File: src/rtl/flag_reg_decoder.sv
// flag_reg_decoder
// ----------------
// Flag register and branch-condition decoder for the ONC-16 CPU.
// The ALU status flags are captured into an internal register when the
// datapath asserts the data enable. A branch function code is decoded
// against the registered flags into a single branch-enable bit that the
// sequencer uses to take or skip a conditional jump.
//
// Parameters:
//   FR_FLAG_W  flag vector width (fixed at 4)
//   FR_FUNC_W  branch function code width (fixed at 4, 16 codes)
//
// Ports:
//   clock  in   system clock, rising-edge active
//   n_rst  in   synchronous active-low reset, clears the flag register
//   flags  in   ALU flags {S, Z, C, V} at bits [3:0]
//   func   in   branch condition code
//   de     in   data enable, capture flags at the next rising edge
//   bre    out  branch enable, 1 = condition true
module flag_reg_decoder #(
  parameter int unsigned FR_FLAG_W = 4,
  parameter int unsigned FR_FUNC_W = 4
) (
  input  logic                 clock,
  input  logic                 n_rst,
  input  logic [FR_FLAG_W-1:0] flags,
  input  logic [FR_FUNC_W-1:0] func,
  input  logic                 de,
  output logic                 bre
);

  typedef enum logic [3:0] {
    COND_ALW = 4'd0,
    COND_EQ  = 4'd1,
    COND_NE  = 4'd2,
    COND_CS  = 4'd3,
    COND_CC  = 4'd4,
    COND_MI  = 4'd5,
    COND_PL  = 4'd6,
    COND_VS  = 4'd7,
    COND_VC  = 4'd8,
    COND_HI  = 4'd9,
    COND_LS  = 4'd10,
    COND_GE  = 4'd11,
    COND_LT  = 4'd12,
    COND_GT  = 4'd13,
    COND_LE  = 4'd14,
    COND_NEV = 4'd15
  } cond_e;

  logic [FR_FLAG_W-1:0] fr;
  logic                 s_f, z_f, c_f, v_f;
  logic                 sv_eq;
  cond_e                cond;

  // Reset has priority over the data enable.
  always_ff @(posedge clock) begin
    if (!n_rst) begin
      fr <= '0;
    end else if (de) begin
      fr <= flags;
    end
  end

  assign s_f   = fr[3];
  assign z_f   = fr[2];
  assign c_f   = fr[1];
  assign v_f   = fr[0];
  assign sv_eq = s_f ~^ v_f;
  assign cond  = cond_e'(func);

  // Decode reads only the registered flags, never the live flags input.
  always_comb begin
    bre = 1'b0;
    unique case (cond)
      COND_ALW: bre = 1'b1;
      COND_EQ:  bre = z_f;
      COND_NE:  bre = ~z_f;
      COND_CS:  bre = c_f;
      COND_CC:  bre = ~c_f;
      COND_MI:  bre = s_f;
      COND_PL:  bre = ~s_f;
      COND_VS:  bre = v_f;
      COND_VC:  bre = ~v_f;
      COND_HI:  bre = c_f & ~z_f;
      COND_LS:  bre = ~c_f | z_f;
      COND_GE:  bre = sv_eq;
      COND_LT:  bre = ~sv_eq;
      COND_GT:  bre = ~z_f & sv_eq;
      COND_LE:  bre = z_f | ~sv_eq;
      COND_NEV: bre = 1'b0;
      default:  bre = 1'b0;
    endcase
  end

endmodule

File: config.mk
export PLATFORM = sky130hd
export DESIGN_NAME = flag_reg_decoder
export DESIGN_NICKNAME = d
export VERILOG_FILES = /design/src/rtl/flag_reg_decoder.sv
export SDC_FILE = /design/constraint.sdc
export NUM_CORES = 1
export LEC_CHECK = 0
export ABC_AREA = 1
export CORE_AREA = 8 8 45 47
export CTS_CLUSTER_DIAMETER = 200
export DETAILED_ROUTE_END_ITERATION = 16
export DIE_AREA = 0 0 53 55
export SETUP_SLACK_MARGIN = 0.3
export SLEW_MARGIN = 20
export SYNTH_ARGS = -nofsm -noshare
export SYNTH_HDL_FRONTEND = slang
export SYNTH_SLANG_ARGS = --single-unit
File: constraint.sdc
create_clock -name clock -period 1.5 [get_ports clock]
set_input_delay 0.3 -clock clock [delete_from_list [all_inputs] [get_ports clock]]
set_output_delay 0.3 -clock clock [all_outputs]
set_load 0.02 [all_outputs]
==> reports/results.ini, run 1 <==
[setup_path]
critPathArrivalTime_ns=1.22
rr_worst_depth=4
regToRegSetupSlack_ns=0.65
crit_required_ns=1.20
r2r_end=fr[3]$_SDFFE_PN0P_
worstSetupPathType=flop to primary output
cp_max_fo=4
crit_path_end_kind=primary output
critPathLaunchType=flop
r2r-start=fr[3]$_SDFFE_PN0P_

[grt]
antenna_found_initial=0
grtUsageMet2_pct=12.50
use_met1_pct=8.485
use_met3_pct=2.941
grt_pass1_vias=460
grt_overflow=0
grt_max_degree=8
grt_use_total_pct=7.969
grt_first_pass_wirelength_um=1725
top_usage_layer=met2

[yosys]
yosysUniqueCellTypes=13
synth_nets=73
synth_warnings=0
avgSynthCellArea_sq_um=5.348
ys_ff_latch=4
syn_inst=62
yosysSeqAreaShare_pct=24.15
syn-cell-area_sq_um=331.6

[clock_network]
cts_root_buf=clkbuf_4
clk_path_buf_depth=2
cts_hold_buf=0
clock_latency_ns=0.23
clk_pin_slew_worst_paths_ns=0.03
numCtsBuffers=3
clkSinkCount=4
cts_tree=done
cts_max_level=1

[die]
coreArea_sq_mm=0.001384
rows=14
start_util_pct=23.96
fp.dieW_um=53
die-area_sq_mm=0.002915
die_h_um=55
io-pin-count=12

[finish]
antenna_cells=0
largest_register=fr
final_common_cell=nand2_1
largest_register_ffs=4
fin_cells=102
layout_common_cells=17 x nand2_1, 9 x buf_4, 6 x nor2_1, 6 x clkdlybuf4s50_1, 5 x nand2_2
largestRegisters=fr (4)
synthToLayoutAreaGrowth_pct=87.55
drive_gt1_share_pct=47.67
fin_nets=99

[detailed_routing]
num_vias=452
drt_first_pass_iters=4
routed_wl_um=916
drc=0
dr.first_iter.drc_count=4
wl_per_cell_um=8.980
viasPerCell=4.431
drtAntennaViolNets=0

[min_path]
hold_start=fr[1]$_SDFFE_PN0P_
hold_depth=3
holdCritPathClass=flop to flop
whs_endpoint=fr[1]$_SDFFE_PN0P_

[outcome]
violations=negative setup slack
status=complete, but fails checks

[power_and_ir_drop]
power_mw=0.4027
ir_drop_v=0.0003591
power_density_mw_per_mm2=647.6
leakage_nw=0.2965

[sta]
rsz0062_at_grt=yes
final_max_slew_viol_count=0
worst_slew_pin_slew_ns=0.1489
skew_ns=0
final-hold-violation-count=0
setup-violations-final=1
max_freq_mhz=656.1
setup_ws_ns=-0.02411
min_period_ns=1.524
period_share_pct=101.6
max_slew_margin_pct=89.97
holdWs_ns=0.6128

[placed_design]
pre_cts_ws_ns=-0.8074
dp_cells=97
gp_congestion=0.8087
dp_hpwl_um=724.7
io_buffers=11

[job]
cap_violations=0

## logic make-up (layout without fill, tap and decap cells)
| logic type | after synthesis | after routing | share of synthesized area (%) |
|---|---|---|---|
| compound gates | 10 | 10 | 15.09 |
| buf+inv | 10 | 34 | 11.70 |
| flops | 4 | 4 | 24.15 |
| simple gates | 38 | 38 | 49.06 |
## power by group
group	leakage [nW]	total [mW]	switching [mW]	internal, mW
combinational	0.248	0.150	0.0708	0.0788
sequential	0.0344	0.124	0.00842	0.115
clock	0.0138	0.130	0.0404	0.0892
total	0.297	0.403	0.120	0.283
## per-stage QoR
stage          utilization, %  TNS [ns]  instance area [sq um]
2_1_floorplan               -         0                  336.6
3_3_place_gp            38.07   -0.7743                  526.8
3_5_place_dp            38.07   -0.8074                  526.8
4_1_cts                 42.59  -0.04008                  589.3
5_1_grt                 44.94  -0.07871                  621.8
6_report                44.94  -0.02411                  621.8
## area by class of cell
class	instances	area [sq um]
Clock buffer	3	22.52
Fill cell	151	762.0
Inverter	10	42.54
Multi-Input combinational cell	48	270.3
Sequential cell	4	86.33
Tap cell	16	20.02
Timing Repair Buffer	21	180.2
## routing by layer
| metal | part of all wire (%) | wire, um |
|---|---|---|
| met5 | 0 | 0 |
| met4 | 1.7 | 16 |
| met3 | 5.7 | 52 |
| met2 | 51 | 463 |
| met1 | 42 | 384 |
## Yosys cell counts
cell | count | share of area [%]
clkinv_1 | 1 | 1.1
nand3_1 | 4 | 6.0
nor2_1 | 9 | 10
o21ai_0 | 5 | 7.5
or2_1 | 1 | 1.9
nor3_2 | 1 | 3.0
dfxtp_1 | 4 | 24
inv_1 | 6 | 6.8
clkinv_2 | 1 | 1.5
nand3_2 | 1 | 3.0
a21oi_1 | 5 | 7.5
nand2_1 | 22 | 25
inv_2 | 2 | 2.3
## critical path, cell delays in order (launching register included)
cell	delay (ns)
dfxtp_4	0.36
inv_4	0.05
nand2_2	0.07
nand3_4	0.07
nand2_2	0.07
nor2_1	0.04
nor2_1	0.11
nand3_2	0.09
buf_6	0.13
## repair_timing
item	CTS	global route
resized for setup	31	12
endpoints found under the setup margin	1	1
pin swaps	11	10
buffers inserted	1	1
## worst max-delay path by stage
stage | start | end | slack [ns]
detailed placement | func[0] | bre | -0.81
CTS | fr[3]$_SDFFE_PN0P_ | bre | -0.04
global placement | func[0] | bre | -0.77
floorplan | fr[0]$_SDFFE_PN0P_ | bre | 0.31
finish | fr[3]$_SDFFE_PN0P_ | bre | -0.02
global route | fr[3]$_SDFFE_PN0P_ | bre | -0.08
Power figures use the tool's default switching activity.
==> run 2: changes to the inputs <==
--- a/config.mk
+++ b/config.mk
@@ -10,6 +10,8 @@
 export CTS_CLUSTER_DIAMETER = 200
 export DETAILED_ROUTE_END_ITERATION = 16
 export DIE_AREA = 0 0 53 55
+export GPL_ROUTABILITY_DRIVEN = 0
+export PLACE_DENSITY = 0.54
 export SETUP_SLACK_MARGIN = 0.3
 export SLEW_MARGIN = 20
 export SYNTH_ARGS = -nofsm -noshare
==> reports/results.ini, run 2 (synthesis gave the netlist of run 1 again) <==
[grt]
grt_pass1_vias=422  ; -8.3%
grt_use_total_pct=7.096  ; -0.87 points
antenna_found_initial=0  ; unchanged
grt_max_degree=8  ; unchanged
grt_overflow=0  ; unchanged
grt_first_pass_wirelength_um=1566  ; -9.2%

[clock_network]
clock_latency_ns=0.23  ; about the same
cts_tree=done
clkSinkCount=4  ; unchanged
cts_max_level=1  ; unchanged
clk_path_buf_depth=2  ; unchanged
clk_pin_slew_worst_paths_ns=0.04  ; about the same
numCtsBuffers=3  ; unchanged
cts_root_buf=clkbuf_4

[outcome]
violations=negative setup slack
status=complete, but fails checks

[setup_path]
crit_required_ns=1.20  ; about the same
crit_family=flip-flops
path_depth=8  ; unchanged
critPathLaunchType=flop
critPathArrivalTime_ns=1.26  ; +0.04 ns
cp_cell_sequence=inv_4, nand2_2, nand3_2, buf_4, a21oi_2, nor2_2, nand3_2, buf_6
cpMostUsedCell=nand3_2
cp_max_fo=4  ; unchanged
slowest_stage=dfxtp_4
worstSetupPathType=flop to primary output
worst_path_largest_cell_delay_ns=0.37  ; about the same
crit_path_end_kind=primary output
crit_buf_inv=3  ; +1
rr_worst_depth=4  ; unchanged

[die]
start_util_pct=23.96  ; unchanged
fp.dieW_um=53  ; unchanged
die-area_sq_mm=0.002915  ; unchanged
die_h_um=55  ; unchanged
io-pin-count=12  ; unchanged
coreArea_sq_mm=0.001384  ; unchanged
rows=14  ; unchanged

[sta]
finalSetupTns_ns=-0.05592  ; -0.03181 ns
rsz0062_at_grt=yes
skew_ns=0  ; unchanged
setup_ws_ns=-0.05592  ; -0.03181 ns
worst_slew_pin_slew_ns=0.2218  ; +0.07287 ns
final_max_slew_viol_count=0  ; unchanged
period_share_pct=103.7  ; +2.1 points
holdWs_ns=0.5669  ; -0.04589 ns
min_period_ns=1.556  ; +0.03181 ns
max_slew_margin_pct=85.06  ; -4.9 points
setup-violations-final=1  ; unchanged
max_freq_mhz=642.7  ; -2.0%
final-hold-violation-count=0  ; unchanged

[finish]
antenna_cells=0  ; unchanged
fin_nets=102  ; +3.0%
layout_common_cells=15 x nand2_1, 11 x buf_4, 7 x nand2_2, 6 x nor2_1, 6 x clkdlybuf4s50_1
post-route-cell-area_sq_um=633.1  ; +1.8%
largest_register=fr
drive_gt1_share_pct=51.69  ; +4.0 points
utilization_pct=45.75  ; +0.81 points
largestRegisters=fr (4)
fin_cells=105  ; +2.9%
final_common_cell=nand2_1
synthToLayoutAreaGrowth_pct=90.94
largest_register_ffs=4  ; unchanged

[detailed_routing]
dr.first_iter.drc_count=0  ; -4
drc=0  ; unchanged
viasPerCell=4.171  ; -5.9%
routed_wl_um=890  ; -2.8%
drt_first_pass_iters=1  ; -3
num_vias=438  ; -3.1%
drtAntennaViolNets=0  ; unchanged
wl_per_cell_um=8.476  ; -5.6%

[placed_design]
pre_cts_ws_ns=-0.7858  ; +0.02159 ns
dp_hpwl_um=668.6  ; -7.7%
io_buffers=11  ; unchanged
dp_cells=99  ; +2.1%
place_area_sq_um=541.8  ; +2.9%

[power_and_ir_drop]
power_mw=0.4043  ; +0.40%
ir_drop_v=0.0003429  ; -4.5%
power_density_mw_per_mm2=638.6  ; -1.4%
leakage_nw=0.3089  ; +4.2%

[job]
cap_violations=0  ; unchanged

[min_path]
hold_depth=3  ; unchanged
holdCritPathClass=flop to flop

-- run 2: changes by cell type in the layout (fill, tap and decap cells not counted), sizes merged --
cell	change
buf	+2
clkbuf	+2
clkdlybuf4s15	-1
-- run 2: cell type report --
cell class / count / area, sq um
repair buffers: 24 / 201.4
well taps: 16 / 20.02
inverters: 10 / 42.54
fillers: 154 / 750.7
flip-flops and latches: 4 / 86.33
multi-input cells: 48 / 260.3
clock buffers: 3 / 22.52
-- run 2: metal layers --
metal / routed length (um) / global-route usage, % / vias up
li1: - / - / 250
met1: 385 / 7.576 / 178
met2: 439 / 11.52 / 10
met3: 64 / 2.406 / 0
met4: 0 / 5.172 / 0
met5: 0 / 0 / -
-- run 2: tightest hold or removal path, cell delays in order, from the launching register on --
cell and delay (ns):
dfxtp_1 0.31, inv_2 0.07, buf_4 0.10, a21oi_1 0.05
-- run 2: path summary, 6_finish.rpt --
check | start | end | slack [ns]
max | fr[3]$_SDFFE_PN0P_ | bre | -0.06
min | fr[1]$_SDFFE_PN0P_ | fr[1]$_SDFFE_PN0P_ | 0.57
max reg2reg | fr[3]$_SDFFE_PN0P_ | fr[3]$_SDFFE_PN0P_ | 0.65
min reg2reg | fr[1]$_SDFFE_PN0P_ | fr[1]$_SDFFE_PN0P_ | 0.57
-- run 2: what timing repair did --
| item | 4_1_cts | 5_1_grt |
|---|---|---|
| setup endpoints to repair | 1 | 1 |
| buffers inserted | 0 | 3 |
| pin swaps | 5 | 14 |
| hold buffers | 0 | 0 |
| resized for setup | 24 | 19 |
-- run 2: report_power, final --
group / total [mW] / internal [mW] / switching (mW)
Clock: 0.131 / 0.0893 / 0.0413
Combinational: 0.150 / 0.0816 / 0.0682
Sequential: 0.124 / 0.115 / 0.00880
==> run 3: changes to the inputs <==
--- a/config.mk
+++ b/config.mk
@@ -6,6 +6,7 @@
 export NUM_CORES = 1
 export LEC_CHECK = 0
 export ABC_AREA = 1
+export CAP_MARGIN = 40
 export CORE_AREA = 8 8 45 47
 export CTS_CLUSTER_DIAMETER = 200
 export DETAILED_ROUTE_END_ITERATION = 16
==> results of run 3 <==
Same layout as run 2: the final DEF is identical, and so are final timing and power.
